==> config.mk <==
export PLATFORM = sky130hd
export DESIGN_NAME = jtframe_psx_poll
export DESIGN_NICKNAME = d
export VERILOG_FILES = /design/src/rtl/jtframe_psx_poll.sv
export SDC_FILE = /design/constraint.sdc
export NUM_CORES = 1
export LEC_CHECK = 0
export BUFFER_PORTS_ARGS = -buffer_cell sky130_fd_sc_hd__buf_4
export CAP_MARGIN = 30
export CORE_ASPECT_RATIO = 1.2
export CORE_MARGIN = 2
export CORE_UTILIZATION = 45
export DETAILED_ROUTE_END_ITERATION = 8
export GPL_ROUTABILITY_DRIVEN = 0
export PLACE_DENSITY = 0.65
export SLEW_MARGIN = 25
export SYNTH_ARGS = -nofsm -noshare
export SYNTH_HDL_FRONTEND = slang
export SYNTH_SLANG_ARGS = --single-unit
==> constraint.sdc <==
create_clock -name clk -period 5.3 [get_ports clk]
set_input_delay 1.06 -clock clk [delete_from_list [all_inputs] [get_ports clk]]
set_output_delay 1.06 -clock clk [all_outputs]
set_load 0.02 [all_outputs]
==> src/rtl/jtframe_psx_poll.sv <==
// Round-robin PlayStation pad poller: digital (ID 0x41) and analog (ID 0x73) replies.
// Define JTFRAME_PSX_VIB_EN to drive TX bytes 3/4 from vib_small/vib_large.
module jtframe_psx_poll #(
  parameter int unsigned CLKDIV   = 50,
  parameter int unsigned PADS     = 2,
  parameter int unsigned ACK_TO   = 1000,
  parameter int unsigned GAP      = 100,
  parameter int unsigned POLL_CYC = 800000
) (
  input  logic                 clk,
  input  logic                 rst_n,
  input  logic                 psx_dat,
  input  logic                 psx_ack,
  output logic                 psx_clk,
  output logic [PADS-1:0]      psx_sel,
  output logic                 psx_cmd,
  output logic [16*PADS-1:0]   buttons,
  output logic [32*PADS-1:0]   analog,
  output logic [PADS-1:0]      analog_mode,
  output logic [PADS-1:0]      pad_ok,
  output logic                 upd,
  output logic [1:0]           upd_pad,
  input  logic                 vib_small,
  input  logic [7:0]           vib_large
);

  localparam int unsigned T1   = (CLKDIV > GAP) ? CLKDIV : GAP;
  localparam int unsigned T2   = (ACK_TO > POLL_CYC) ? ACK_TO : POLL_CYC;
  localparam int unsigned TMAX = (T1 > T2) ? T1 : T2;
  localparam int unsigned TW   = $clog2(TMAX + 1);
  localparam int unsigned PW   = (PADS > 1) ? $clog2(PADS) : 1;

  localparam logic [TW-1:0] DIV_END  = TW'(CLKDIV - 1);
  localparam logic [TW-1:0] GAP_END  = TW'(GAP - 1);
  localparam logic [TW-1:0] ACK_END  = TW'(ACK_TO - 1);
  localparam logic [TW-1:0] POLL_END = TW'(POLL_CYC - 1);
  localparam logic [PW-1:0] LAST_PAD = PW'(PADS - 1);
  localparam logic [32*PADS-1:0] ANA_IDLE = {(4*PADS){8'h80}};

  typedef enum logic [2:0] {
    ST_IDLE, ST_SEL, ST_SHIFT, ST_ACKW, ST_GAP, ST_DESEL, ST_WAIT
  } state_t;

  state_t              state_q, state_d;
  logic [PW-1:0]       pad_q, pad_d;
  logic [TW-1:0]       cnt_q, cnt_d;
  logic [2:0]          bit_q, bit_d;
  logic [3:0]          byte_q, byte_d;
  logic [7:0]          sh_q, sh_d;
  logic [7:0]          id_q, id_d;
  logic [47:0]         rxb_q, rxb_d;
  logic                acks_q, acks_d;
  logic                clk_q, clk_d;
  logic                cmd_q, cmd_d;
  logic [PADS-1:0]     sel_q, sel_d;
  logic [16*PADS-1:0]  btn_q, btn_d;
  logic [32*PADS-1:0]  ana_q, ana_d;
  logic [PADS-1:0]     amode_q, amode_d;
  logic [PADS-1:0]     ok_q, ok_d;
  logic                upd_q, upd_d;
  logic [1:0]          updp_q, updp_d;

  logic [7:0]          tx_cur;
  logic                is_analog, id_valid, last_byte;
  logic                commit, commit_good;
  logic [15:0]         btn_new;
  logic [31:0]         ana_new;

  always_comb begin
    tx_cur = 8'h00;
    case (byte_q)
      4'd0: tx_cur = 8'h01;
      4'd1: tx_cur = 8'h42;
`ifdef JTFRAME_PSX_VIB_EN
      4'd3: tx_cur = vib_small ? 8'hFF : 8'h00;
      4'd4: tx_cur = vib_large;
`endif
      default: tx_cur = 8'h00;
    endcase
  end

`ifndef JTFRAME_PSX_VIB_EN
  logic vib_unused;
  assign vib_unused = ^{vib_small, vib_large};
`endif

  assign is_analog = (id_q == 8'h73);
  assign id_valid  = (id_q == 8'h41) || is_analog;
  assign last_byte = (byte_q == (is_analog ? 4'd8 : 4'd4));

  always_comb begin
    state_d     = state_q;
    pad_d       = pad_q;
    cnt_d       = cnt_q;
    bit_d       = bit_q;
    byte_d      = byte_q;
    sh_d        = sh_q;
    id_d        = id_q;
    rxb_d       = rxb_q;
    acks_d      = acks_q;
    clk_d       = clk_q;
    cmd_d       = cmd_q;
    sel_d       = sel_q;
    btn_d       = btn_q;
    ana_d       = ana_q;
    amode_d     = amode_q;
    ok_d        = ok_q;
    upd_d       = 1'b0;
    updp_d      = updp_q;
    commit      = 1'b0;
    commit_good = 1'b0;

    case (state_q)
      ST_IDLE: begin
        pad_d   = '0;
        cnt_d   = '0;
        byte_d  = '0;
        sel_d   = ~(PADS'(1));
        state_d = ST_SEL;
      end

      ST_SEL, ST_GAP: begin
        if (cnt_q == GAP_END) begin
          cnt_d   = '0;
          bit_d   = '0;
          acks_d  = 1'b0;
          clk_d   = 1'b0;
          cmd_d   = tx_cur[0];
          state_d = ST_SHIFT;
        end else begin
          cnt_d = cnt_q + TW'(1);
        end
      end

      ST_SHIFT: begin
        // ACK during the final high phase is remembered so ACKW cannot miss an early pulse
        if (clk_q && (bit_q == 3'd7) && !psx_ack) acks_d = 1'b1;
        if (cnt_q != DIV_END) begin
          cnt_d = cnt_q + TW'(1);
        end else begin
          cnt_d = '0;
          if (!clk_q) begin
            clk_d = 1'b1;
            sh_d  = {psx_dat, sh_q[7:1]};
          end else if (bit_q != 3'd7) begin
            clk_d = 1'b0;
            bit_d = bit_q + 3'd1;
            cmd_d = tx_cur[bit_d];
          end else begin
            cmd_d = 1'b1;
            if (byte_q == 4'd1) id_d = sh_q;
            if (byte_q >= 4'd3) rxb_d = {sh_q, rxb_q[47:8]};
            if ((byte_q == 4'd2) && ((sh_q != 8'h5A) || !id_valid)) begin
              commit = 1'b1;
            end else if ((byte_q >= 4'd4) && last_byte) begin
              commit      = 1'b1;
              commit_good = 1'b1;
            end else begin
              byte_d  = byte_q + 4'd1;
              state_d = ST_ACKW;
            end
          end
        end
      end

      ST_ACKW: begin
        if (acks_q || !psx_ack) begin
          cnt_d   = '0;
          state_d = ST_GAP;
        end else if (cnt_q == ACK_END) begin
          commit = 1'b1;
        end else begin
          cnt_d = cnt_q + TW'(1);
        end
      end

      ST_DESEL: begin
        if (cnt_q == GAP_END) begin
          cnt_d  = '0;
          byte_d = '0;
          if (pad_q == LAST_PAD) begin
            pad_d   = '0;
            state_d = ST_WAIT;
          end else begin
            pad_d   = pad_q + PW'(1);
            sel_d   = ~(PADS'(1) << pad_d);
            state_d = ST_SEL;
          end
        end else begin
          cnt_d = cnt_q + TW'(1);
        end
      end

      ST_WAIT: begin
        if (cnt_q == POLL_END) begin
          cnt_d   = '0;
          byte_d  = '0;
          sel_d   = ~(PADS'(1) << pad_q);
          state_d = ST_SEL;
        end else begin
          cnt_d = cnt_q + TW'(1);
        end
      end

      default: state_d = ST_IDLE;
    endcase

    // Digital replies leave {rx4,rx3} in the top of the shift window; analog fills all six bytes
    btn_new = is_analog ? ~rxb_d[15:0] : ~rxb_d[47:32];
    ana_new = is_analog ? rxb_d[47:16] : 32'h80808080;

    if (commit) begin
      state_d = ST_DESEL;
      cnt_d   = '0;
      sel_d   = '1;
      clk_d   = 1'b1;
      cmd_d   = 1'b1;
      upd_d   = 1'b1;
      updp_d  = 2'(pad_q);
      for (int unsigned i = 0; i < PADS; i++) begin
        if (pad_q == PW'(i)) begin
          btn_d[16*i +: 16] = commit_good ? btn_new : 16'h0000;
          ana_d[32*i +: 32] = commit_good ? ana_new : 32'h80808080;
          amode_d[i]        = commit_good && is_analog;
          ok_d[i]           = commit_good;
        end
      end
    end
  end

  always_ff @(posedge clk) begin
    if (!rst_n) begin
      state_q <= ST_IDLE;
      pad_q   <= '0;
      cnt_q   <= '0;
      bit_q   <= '0;
      byte_q  <= '0;
      sh_q    <= '0;
      id_q    <= '0;
      rxb_q   <= '0;
      acks_q  <= 1'b0;
      clk_q   <= 1'b1;
      cmd_q   <= 1'b1;
      sel_q   <= '1;
      btn_q   <= '0;
      ana_q   <= ANA_IDLE;
      amode_q <= '0;
      ok_q    <= '0;
      upd_q   <= 1'b0;
      updp_q  <= '0;
    end else begin
      state_q <= state_d;
      pad_q   <= pad_d;
      cnt_q   <= cnt_d;
      bit_q   <= bit_d;
      byte_q  <= byte_d;
      sh_q    <= sh_d;
      id_q    <= id_d;
      rxb_q   <= rxb_d;
      acks_q  <= acks_d;
      clk_q   <= clk_d;
      cmd_q   <= cmd_d;
      sel_q   <= sel_d;
      btn_q   <= btn_d;
      ana_q   <= ana_d;
      amode_q <= amode_d;
      ok_q    <= ok_d;
      upd_q   <= upd_d;
      updp_q  <= updp_d;
    end
  end

  assign psx_clk     = clk_q;
  assign psx_cmd     = cmd_q;
  assign psx_sel     = sel_q;
  assign buttons     = btn_q;
  assign analog      = ana_q;
  assign analog_mode = amode_q;
  assign pad_ok      = ok_q;
  assign upd         = upd_q;
  assign upd_pad     = updp_q;

endmodule

Word level (Yosys, flattened, before mapping). Cells that the tools add are included. Widths: inputs -> output; s select.

$lt $le $gt $ge: 3. Bitwise logic cells: 9. Multiplexer cells: 77. Add/sub/neg operators: 4. Reductions and logical operators: 34. Shift operators: 2. Eq/ne operators: 40.

Operators with widths (count): $mux 48 (5); $mux 20 (5); $pmux 20 s5 (1); $mux 32 (2); $mux 3 (15); $ne 3x3->1 const B (11); $mux 16 (2); $mux 4 (8); $not 16->16 (2); $mux 1 (25); $ne 2x2->1 const B (12); $add 20x1->20 const B (1); $eq 20x10->1 const B (1); $eq 20x20->1 const B (1); $eq 20x7->1 const B (1); $ne 20x6->1 const B (1); $pmux 3 s6 (1); $reduce_and 9->1 (2); $eq 8x7->1 const B (2); $pmux 4 s4 (1); $pmux 7 s2 (1); $eq 3x3->1 const B (4); $pmux 1 s2 (5); $reduce_and 5->1 (2); 34 further kinds (58).

Flip-flop bits (word level): 202. Input port bits: 13. Logic and storage cells: 192.

Logic depth before layout (Yosys ltp). Gate-level depths: netlist of the first run.

Word-level depth: 12. Gate-level depth with buffers: 10. Gate-level depth less buffers: 8.

Worst setup path before layout of the first run. No wires, ideal clock.

Kind: input to register. From: in psx_ack. To: reg ana_q[53] (netlist: analog[53]). Setup slack: 2795 ps. Stages on the path: 7. Path buffers: 3. Library setup time: 126 ps. Arrival time: 2379 ps. Cell sequence: nand2_1 -> or4_1 -> clkbuf_1 -> a21bo_2 -> buf_2 -> buf_2 -> mux2i_1.

Longest elaborated chain between the ends: 5.

RTL lines: start, declared (RTL line 13) `input logic psx_ack,`; $logic_not 1->1 (RTL line 167) `if (acks_q || !psx_ack) begin`; $logic_or 1x1->1 (RTL line 167); $mux 1 (RTL line 167); $pmux 1 s2 (RTL line 113) `case (state_q)`; $reduce_and 2->1 (no line); end signal, assigned (RTL line 265) `ana_q <= ana_d;`; end, declared (RTL line 57) `logic [32*PADS-1:0] ana_q, ana_d;`.

Every way passes these cells. A chain may end at the register's enable or synchronous reset.

Final worst setup path of the first run.
From: reg id_q[3]. To: reg ana_q[10] (netlist: analog[10]).

Longest elaborated chain between the ends: 11. Elaborated cells on any way between the ends: 23.

RTL lines: start, declared (RTL line 50) `logic [7:0] id_q, id_d;`; start signal, assigned (RTL line 258) `id_q <= id_d;`; $eq 8x7->1 (on tied branches) (RTL line 87, 88); $mux 4 / $logic_or 1x1->1 (equally long branches) (RTL line 89, 88); $eq 4x4->1 / $logic_not 1->1 (equally long branches) (RTL line 89, 153); $logic_and 1x1->1 / $logic_or 1x1->1 (equally long branches) (RTL line 155, 153); $mux 1 / $logic_and 1x1->1 (equally long branches) (RTL line 155, 153); $mux 1 (RTL line 153) `if ((byte_q == 4'd2) && ((sh_q != 8'h5A) || !id_valid)) begin`; $mux 1 (RTL line 145) `end else if (bit_q != 3'd7) begin`; $mux 1 (RTL line 142) `if (!clk_q) begin`; $mux 1 (RTL line 138) `if (cnt_q != DIV_END) begin`; $pmux 1 s2 / $mux 1 (equally long branches) (RTL line 113); $reduce_and 2->1 (no line) / $mux 32 (equally long branches).

Parallel ways exist; a longest one is shown, timed or not.

==> results of run 1 <==
-- sequential cells by signal, indices dropped and copies added, names as in the netlist, 2 cells and up --
| register | flops |
|---|---|
| rxb_q | 40 |
| buttons | 32 |
| cnt_q | 20 |
| id_q | 8 |
| analog | 64 |
| bit_q | 3 |
| state_q | 3 |
| analog_mode | 2 |
| pad_ok | 2 |
| sh_q | 8 |
| psx_sel | 2 |
| byte_q | 4 |
-- synthesized netlist by cell type (all sizes together) (13+ instances only) --
library cell,instances
a21oi,40
a31oi,17
buf,19
clkbuf,47
dfxtp,194
mux2i,140
nand2,191
nand2b,32
nand3,23
nor2,71
nor3,13
o21ai,16
o22ai,18
-- per-stage QoR --
stage                     utilization [%]  total power, uW  cell area (um2)
after floorplan                         -             1800             8540
after global placement               50.6             1850             9470
after CTS                            53.9             3140            10100
final                                54.0             3110            10100
after global routing                 54.0             3240            10100
after detailed placement             50.7             1850             9500
-- power by group --
group / leakage, uW / switching (uW) / internal [uW] / total [uW]
combinational: 0.00252 / 200 / 101 / 301
clock: 0.000286 / 618 / 673 / 1290
sequential: 0.00156 / 45.3 / 1470 / 1520
total: 0.00437 / 863 / 2250 / 3110
-- cell families (layout without fill, tap and decap cells) --
group / count (synthesis) / count (layout)
AO/OA/AOI/OAI: 128 / 128
buffers and inverters: 79 / 165
flip-flops: 194 / 194
XOR/XNOR: 2 / 2
adder cells (fa/ha/maj): 8 / 8
multiplexers: 140 / 140
AND/OR/NAND/NOR: 408 / 408
other: 1 / 1
-- final timing paths --
path | start | depth (start not counted) | slack, ns | endpoint
max | id_q[3] | 7 | 2.26 | analog[10]
min | rxb_q[13] | 2 | 0.46 | rxb_q[13]
max reg2reg | id_q[3] | 7 | 2.26 | analog[10]
min reg2reg | rxb_q[13] | 2 | 0.46 | rxb_q[13]
-- worst max-delay path: stages, from the launching register on --
cell	delay, ns
dfxtp_1	0.31
nand4bb_1	0.26
or4_1	0.91
a21boi_1	0.36
o21ai_0	0.21
a21oi_4	0.19
buf_4	0.47
mux2i_1	0.24
-- metal layers --
layer	part of all wire (%)	global-route usage (%)
met1	42	24.4
met2	52	36.5
met3	3.3	3.54
met4	1.9	6.20
met5	0	0
-- final cells by class --
type                            instances  area share, %
Clock inverter                         15           1.73
Tap cell                              256           3.17
Inverter                               12          0.446
Timing Repair Buffer                  121           9.16
Clock buffer                           17           4.21
Sequential cell                       194           38.4
Multi-Input combinational cell        687           42.8
==> flow_summary.yaml, run 1 <==
global_route:
  grt-ovfl-total: 0
  grt_max_degree: 78
  track_usage_pct: 20.3
  antenna_found_initial: 0
  grt_pass1_vias: 6535
  grt_pass1_wl_um: 33000
die:
  fp.coreArea_um2: 18700
  initial_core_util_pct: 45.6
  dieArea_um2: 20100
  die_h_um: 155
  row_count: 55
  ios: 120
  die_w_um: 130
run:
  drv_cap: 0
synth:
  syn_area_um2: 8540
  muxShareOfSynthArea_pct: 16.4
  syn_inst: 960
  syn_area_per_cell_um2: 8.89
  syn-num-nets: 981
  synth_top_cells_by_area: "dfxtp_1 (45%), mux2i_1 (16%), nand2_1 (8.4%), nor2_1 (3.1%), a21oi_1 (2.3%)"
  async_flop_share_pct: 0
  synth_cell_type_count: 64
  synthAdderAreaFrac_pct: 1.17
  synth_top_area_share_pct: 45.5
  synth_simple_gate_area_share_pct: 23.0
  synthFlopType: "dfxtp_1"
  synth_edf_count: 0
  ys_ff_latch: 194
  synth_area_leader_cell: "dfxtp_1"
  synth_top_family_by_area: "simple AND/OR/NAND/NOR gates"
  ys_seq_area_share_pct: 45.5
  yosys_warnings: 0
  synth_xor_area_share_pct: 0.205
  synth-compound-area-share_pct: 9.50
power_and_ir_drop:
  vdd_drop_max_uv: 216
  power_density_nw_per_um2: 308
  power_leakage_uw: 0.00437
clock_network:
  cts_buffer_depth: 2
  root_buffer: "clkbuf_16"
  htree_num_levels: 4
  postCtsResizedCells: 0
  cts_hold_buffers: 0
  clkSlewWorstSetupHoldPaths_ns: 0.07
  post_cts_buffers: 0
  clkSinkCount: 194
  insertion_delay_ns: 0.43
  cts_tree: "built"
  cts_buffers: 17
cells_and_area:
  drive_above_1_share_pct: 16.4
  multi_input_area_um2: 4330
  final_cell_mix: "dfxtp_1 (194), nand2_1 (190), mux2i_1 (140)"
  stdcell_count: 1302
  final_common_cell: "dfxtp_1"
  syn_to_final_growth_pct: 18.4
  regArea_um2: 3880
  final_nets: 1054
  fillers: 1796
  diodes: 0
sta:
  max_slew_margin_pct: 35.3
  tightest_slew_ns: 0.963
  setup_viol: 0
  fmax_mhz: 329
  rsz0062_at_grt: "false"
  period_needed_ns: 3.04
  hold_slack_ns: 0.456
  skew_ns: 0.00936
  slew_viol_final: 0
  period_share_pct: 57.4
  hold_viol: 0
  tns_ns: 0
  setup_slack_ns: 2.26
critical_path:
  crit_fanout: 28
  cp_data_required_time_ns: 5.66
  critPathKind: "flip-flop to flip-flop"
  worstSetupStartpointType: "flip-flop"
  cp.arrival_ns: 3.40
  endpoint_kind: "flip-flop"
route:
  drt-initial-drc-count: 376
  drc: 0
  drt_wl_total_um: 20200
  postRouteAntennaNets: 0
  drt-wirelength-per-cell_um: 15.5
  via_per_inst: 5.29
  drt-pass1-iter-count: 8
  vias: 6894
placement:
  place_hpwl_um: 14000
  io_buffers: 109
  post-place-ws_ns: 1.97
  dp_cells: 1269
worst_hold_path:
  hold_class: "flip-flop to flip-flop"
outcome:
  status: "completed"
Power figures use the tool's default switching activity.
==> inputs of run 2 (changes only) <==
Settings changed: PLACE_DENSITY 0.65 to 0.68.
Clock period 5.3 ns to 2.5 ns, I/O delays scaled along.
==> run 2 against run 1 <==
  * Sequential share of layout area is 2.0 points lower
  * Final area rose by 5.5%
  * Global-route usage is 0.70 points higher
  * Critical path depth unchanged
  * Worst hold slack got worse by 0.13 ns
  * Non-clock buffer count grew 54
  * Flip-flop and latch count unchanged
  * Clock power up 110%
  * Die area stayed put
  * Power grew 120%
  * Critical path type unchanged
==> flow_summary.yaml, run 2 (same netlist as run 1, synthesis figures left out) <==
clock_network:
  clkSinkCount: 194
  insertion_delay_ns: 0.44
  cts_buffer_depth: 2
  cts_tree: "built"
  cts_hold_buffers: 0
  cts_buffers: 17
  htree_num_levels: 4
  root_buffer: "clkbuf_16"
  post_cts_buffers: 0
  clkSlewWorstSetupHoldPaths_ns: 0.07
outcome:
  status: "completed"
sta:
  rsz0062_at_grt: "true"
  fmax_mhz: 410
  period_share_pct: 97.6
  hold_viol: 0
  setup_slack_ns: 0.0611
  hold_slack_ns: 0.322
  period_needed_ns: 2.44
  max_slew_margin_pct: 64.9
  tns_ns: 0
  setup_viol: 0
  slew_viol_final: 0
  tightest_slew_ns: 0.527
  skew_ns: 0.0131
die:
  fp.coreArea_um2: 18700
  dieArea_um2: 20100
  row_count: 55
  die_h_um: 155
  initial_core_util_pct: 45.6
  ios: 120
  die_w_um: 130
power_and_ir_drop:
  p_total_uw: 6730
  vdd_drop_max_uv: 436
  power_density_nw_per_um2: 631
  power_leakage_uw: 0.00470
global_route:
  met3_usage_pct: 3.78
  track_usage_pct: 21.0
  grt_util_met1_pct: 24.1
  antenna_found_initial: 0
  top_usage_layer: "met2"
  grt-ovfl-total: 0
  grt_pass1_wl_um: 33800
  use_met2_pct: 38.3
  grt_pass1_vias: 6860
  grt_max_degree: 57
cells_and_area:
  regArea_um2: 3890
  drive_above_1_share_pct: 21.5
  diodes: 0
  multi_input_area_um2: 4380
  stdcell_count: 1356
  final_nets: 1108
  final_common_cell: "dfxtp_1"
  fillers: 1763
  syn_to_final_growth_pct: 24.9
  largest_register_ffs: 64
  final_cell_mix: "dfxtp_1 (192), nand2_1 (190), buf_4 (165)"
placement:
  place_hpwl_um: 15100
  post-place-ws_ns: -0.0787
  io_buffers: 109
  dp_cells: 1324
route:
  via_per_inst: 5.28
  postRouteAntennaNets: 0
  vias: 7153
  drc: 0
  drt_wl_total_um: 20900
  drt-pass1-iter-count: 5
  drt-wirelength-per-cell_um: 15.4
  drt-initial-drc-count: 374
worst_hold_path:
  hold_class: "input pin to flip-flop"
critical_path:
  endpoint_kind: "flip-flop"
  cp_data_required_time_ns: 2.79
  critPathKind: "flip-flop to flip-flop"
  cp.arrival_ns: 2.73
  crit_fanout: 8
  worstSetupStartpointType: "flip-flop"
run:
  drv_cap: 0
## run 2: final cells by class
| type | count | share of cell area, % |
|---|---|---|
| Tap cell | 256 | 3.00 |
| Inverter | 12 | 0.422 |
| Sequential cell | 194 | 36.5 |
| Multi-Input combinational cell | 687 | 41.1 |
| Clock buffer | 19 | 4.25 |
| Clock inverter | 13 | 1.30 |
| Timing Repair Buffer | 175 | 13.5 |
## run 2: power by group
group          internal (uW)  switching [uW]  leakage [uW]  total, uW
sequential              3120            41.7       0.00156       3170
clock                   1470            1270      0.000289       2740
combinational            305             517       0.00284        823
total                   4900            1830       0.00470       6730
## run 2: worst paths after layout
kind / from / end / slack (ns) / cells past startpoint
hold reg to reg: rxb_q[10] / rxb_q[10] / 0.45 / 2
setup / recovery: cnt_q[0] / byte_q[3] / 0.06 / 7
hold / removal: psx_dat / sh_q[7] / 0.32 / 3
setup reg to reg: cnt_q[0] / byte_q[3] / 0.06 / 7
## run 2: per-stage QoR
stage	util, %	cell area, um2
floorplan	-	8540
global placement	53.5	10000
detailed placement	53.5	10000
CTS	56.7	10600
global route	57.0	10700
finish	57.0	10700
## run 2: worst max-delay path, cell delays in order (launching register included)
cell	delay, ns
dfxtp_1	0.34
ha_2	0.21
and4b_1	0.27
and2_4	0.19
a21oi_1	0.07
or4_4	0.57
o311ai_0	0.48
o41ai_2	0.16
## run 2: what timing repair did
action | in CTS | in global routing
pin swaps | 2 | 3
resized for setup | 0 | 16
endpoints found under the setup margin | 5 | 89
endpoints found under the hold margin | 0 | 0
## run 2: routing by layer
metal / routed length (um) / vias to the layer above
met5: 0 / -
met1: 8710 / 3393
met4: 506 / 0
met3: 636 / 32
li1: - / 3598
met2: 11000 / 130
==> inputs of run 3 (changes only) <==
Settings changed: CORE_MARGIN 2 to 5.
==> run 3 against run 2 <==
  * The flow now finishes with violations (setup timing)
  * Via count increased by 1.2%
  * Highest routed layer unchanged
  * Sequential share of layout area shrank 0.57 points
  * Clock skew shrank 0.0022 ns
  * Wire length is 4.2% higher
  * Core utilization rose by 0.66 points
  * Die area is 8.7% higher
  * Non-clock buffer count increased by 8
  * Power is 2.0% higher
  * Combinational power is 12% higher
  * Clock power about the same
  * Sequential power about the same
  * Maximum frequency is 2.6% lower
==> flow_summary.yaml, run 3 (same netlist as run 1, synthesis figures left out) <==
outcome:
  status: "complete, but fails checks"
  violations: "setup timing"
sta:
  max_slew_margin_pct: 67.0
  rsz0062_at_grt: "true"
  slew_viol_final: 0
  skew_ns: 0.0109
  setup_viol: 1
  tightest_slew_ns: 0.491
  fmax_mhz: 399
  period_share_pct: 100
  period_needed_ns: 2.50
  setup_slack_ns: -0.00432
  tns_ns: -0.00432
  hold_viol: 0
critical_path:
  cp.arrival_ns: 2.87
  crit_top_cell: "or4b_4"
  critPathKind: "flip-flop to flip-flop"
  cp_cell_sequence: "or4b_4 -> a211oi_4 -> a211oi_2 -> or4_4 -> or4b_4 -> a31oi_1"
  rrSetupSlack_ns: -0.004
  regToRegEndpoint: "state_q[2]"
  critPathSlowestCell: "or4b_4"
  endpoint_kind: "flip-flop"
  crit_fanout: 8
  worstSetupStartpointType: "flip-flop"
  cp_data_required_time_ns: 2.86
  max_stage_delay_ns: 0.57
  r2r_cells: 6
  r2r-start: "sh_q[7]"
cells_and_area:
  drive_above_1_share_pct: 22.6
  final_cell_mix: "dfxtp_1 (194), nand2_1 (190), buf_4 (169)"
  syn_to_final_growth_pct: 26.8
  diodes: 0
  largest_register_ffs: 64
  final_nets: 1116
  final_common_cell: "dfxtp_1"
  utilization_pct: 57.6
placement:
  io_buffers: 109
  place_hpwl_um: 15200
worst_hold_path:
  hold_class: "input pin to flip-flop"
  whs_endpoint: "sh_q[7]"
  hold_depth: 3
  worstHoldStart: "psx_dat"
route:
  drc: 0
  drt_wl_total_um: 21800
  vias: 7236
  postRouteAntennaNets: 0
  drt-wirelength-per-cell_um: 16.0
  via_per_inst: 5.30
  drt-initial-drc-count: 382
  drt-pass1-iter-count: 5
clock_network:
  cts_buffer_depth: 2
  clkSlewWorstSetupHoldPaths_ns: 0.08
  clkSinkCount: 194
  cts_tree: "built"
  cts_hold_buffers: 0
  root_buffer: "clkbuf_16"
  htree_num_levels: 4
  cts_buffers: 17
  insertion_delay_ns: 0.43
die:
  fp.coreArea_um2: 18800
  dieArea_um2: 21800
  ios: 120
  initial_core_util_pct: 45.4
  die_w_um: 136
  row_count: 55
  die_h_um: 161
global_route:
  grt-ovfl-total: 0
  antenna_found_initial: 0
  grt_pass1_vias: 7054
  grt_pass1_wl_um: 34800
  grt_max_degree: 78
  track_usage_pct: 19.6
power_and_ir_drop:
  vdd_drop_max_uv: 384
  power_leakage_uw: 0.00476
  power_density_nw_per_um2: 634
run:
  drv_cap: 0
-- run 3: worst max-delay path: cells and delay by family, from the launching register on --
| family | cells | cell delay (ns) |
|---|---|---|
| AOI/OAI and AO/OA | 3 | 0.51 |
| DFF | 1 | 0.32 |
| and+or+nand+nor | 3 | 1.61 |
-- run 3: area by class of cell --
cell class              instances  area [um2]
inverters                      12        45.0
flip-flops and latches        194        3880
clock buffers                  17         425
repair buffers                183        1540
multi-input cells             687        4430
fillers                      1704        7960
well taps                     256         320
clock inverters                15         186
-- run 3: worst max path at each step --
| stage | cells after the start | endpoint | startpoint | slack (ns) |
|---|---|---|---|---|
| 3_3_place_gp | 6 | state_q[2] | sh_q[7] | -0.05 |
| 6_report | 6 | state_q[2] | sh_q[7] | -0.004 |
| 4_1_cts | 6 | state_q[2] | cnt_q[12] | 0.005 |
| 3_5_place_dp | 6 | state_q[2] | sh_q[7] | -0.09 |
| 2_1_floorplan | 7 | byte_q[0] | sh_q[7] | 0.02 |
| 5_1_grt | 6 | byte_q[0] | sh_q[7] | -0.05 |
-- run 3: metrics by stage --
step | instance area [um2] | cells | worst slack [ns] | hold WS (ns) | power, uW
after floorplan | 8540 | 960 | 0.0199 | 0.432 | 3810
after global placement | 10000 | 1327 | -0.0478 | 0.439 | 4050
after detailed placement | 10000 | 1327 | -0.0880 | 0.445 | 4060
after CTS | 10700 | 1359 | 0.00520 | 0.302 | 6850
after global routing | 10800 | 1364 | -0.0459 | 0.321 | 7160
final | 10800 | 1364 | -0.00432 | 0.323 | 6860
-- run 3: routing by layer --
layer | global-route usage (%) | up-vias | share of wire, %
li1 | - | 3621 | -
met1 | 22.1 | 3456 | 41
met2 | 36.7 | 125 | 54
met3 | 3.70 | 34 | 3.4
met4 | 6.19 | 0 | 2.0
met5 | 0 | - | 0
-- run 3: power breakdown --
part | total [uW] | switching [uW] | internal (uW)
combinational | 923 | 556 | 367
sequential | 3170 | 43.2 | 3120
clock | 2770 | 1320 | 1450
total | 6860 | 1920 | 4940
-- run 3: what timing repair did --
action,in CTS,in global routing
setup endpoints to repair,6,94
buffers inserted,0,3
gates resized for setup,3,23
pin swaps,2,11
cloned,0,2
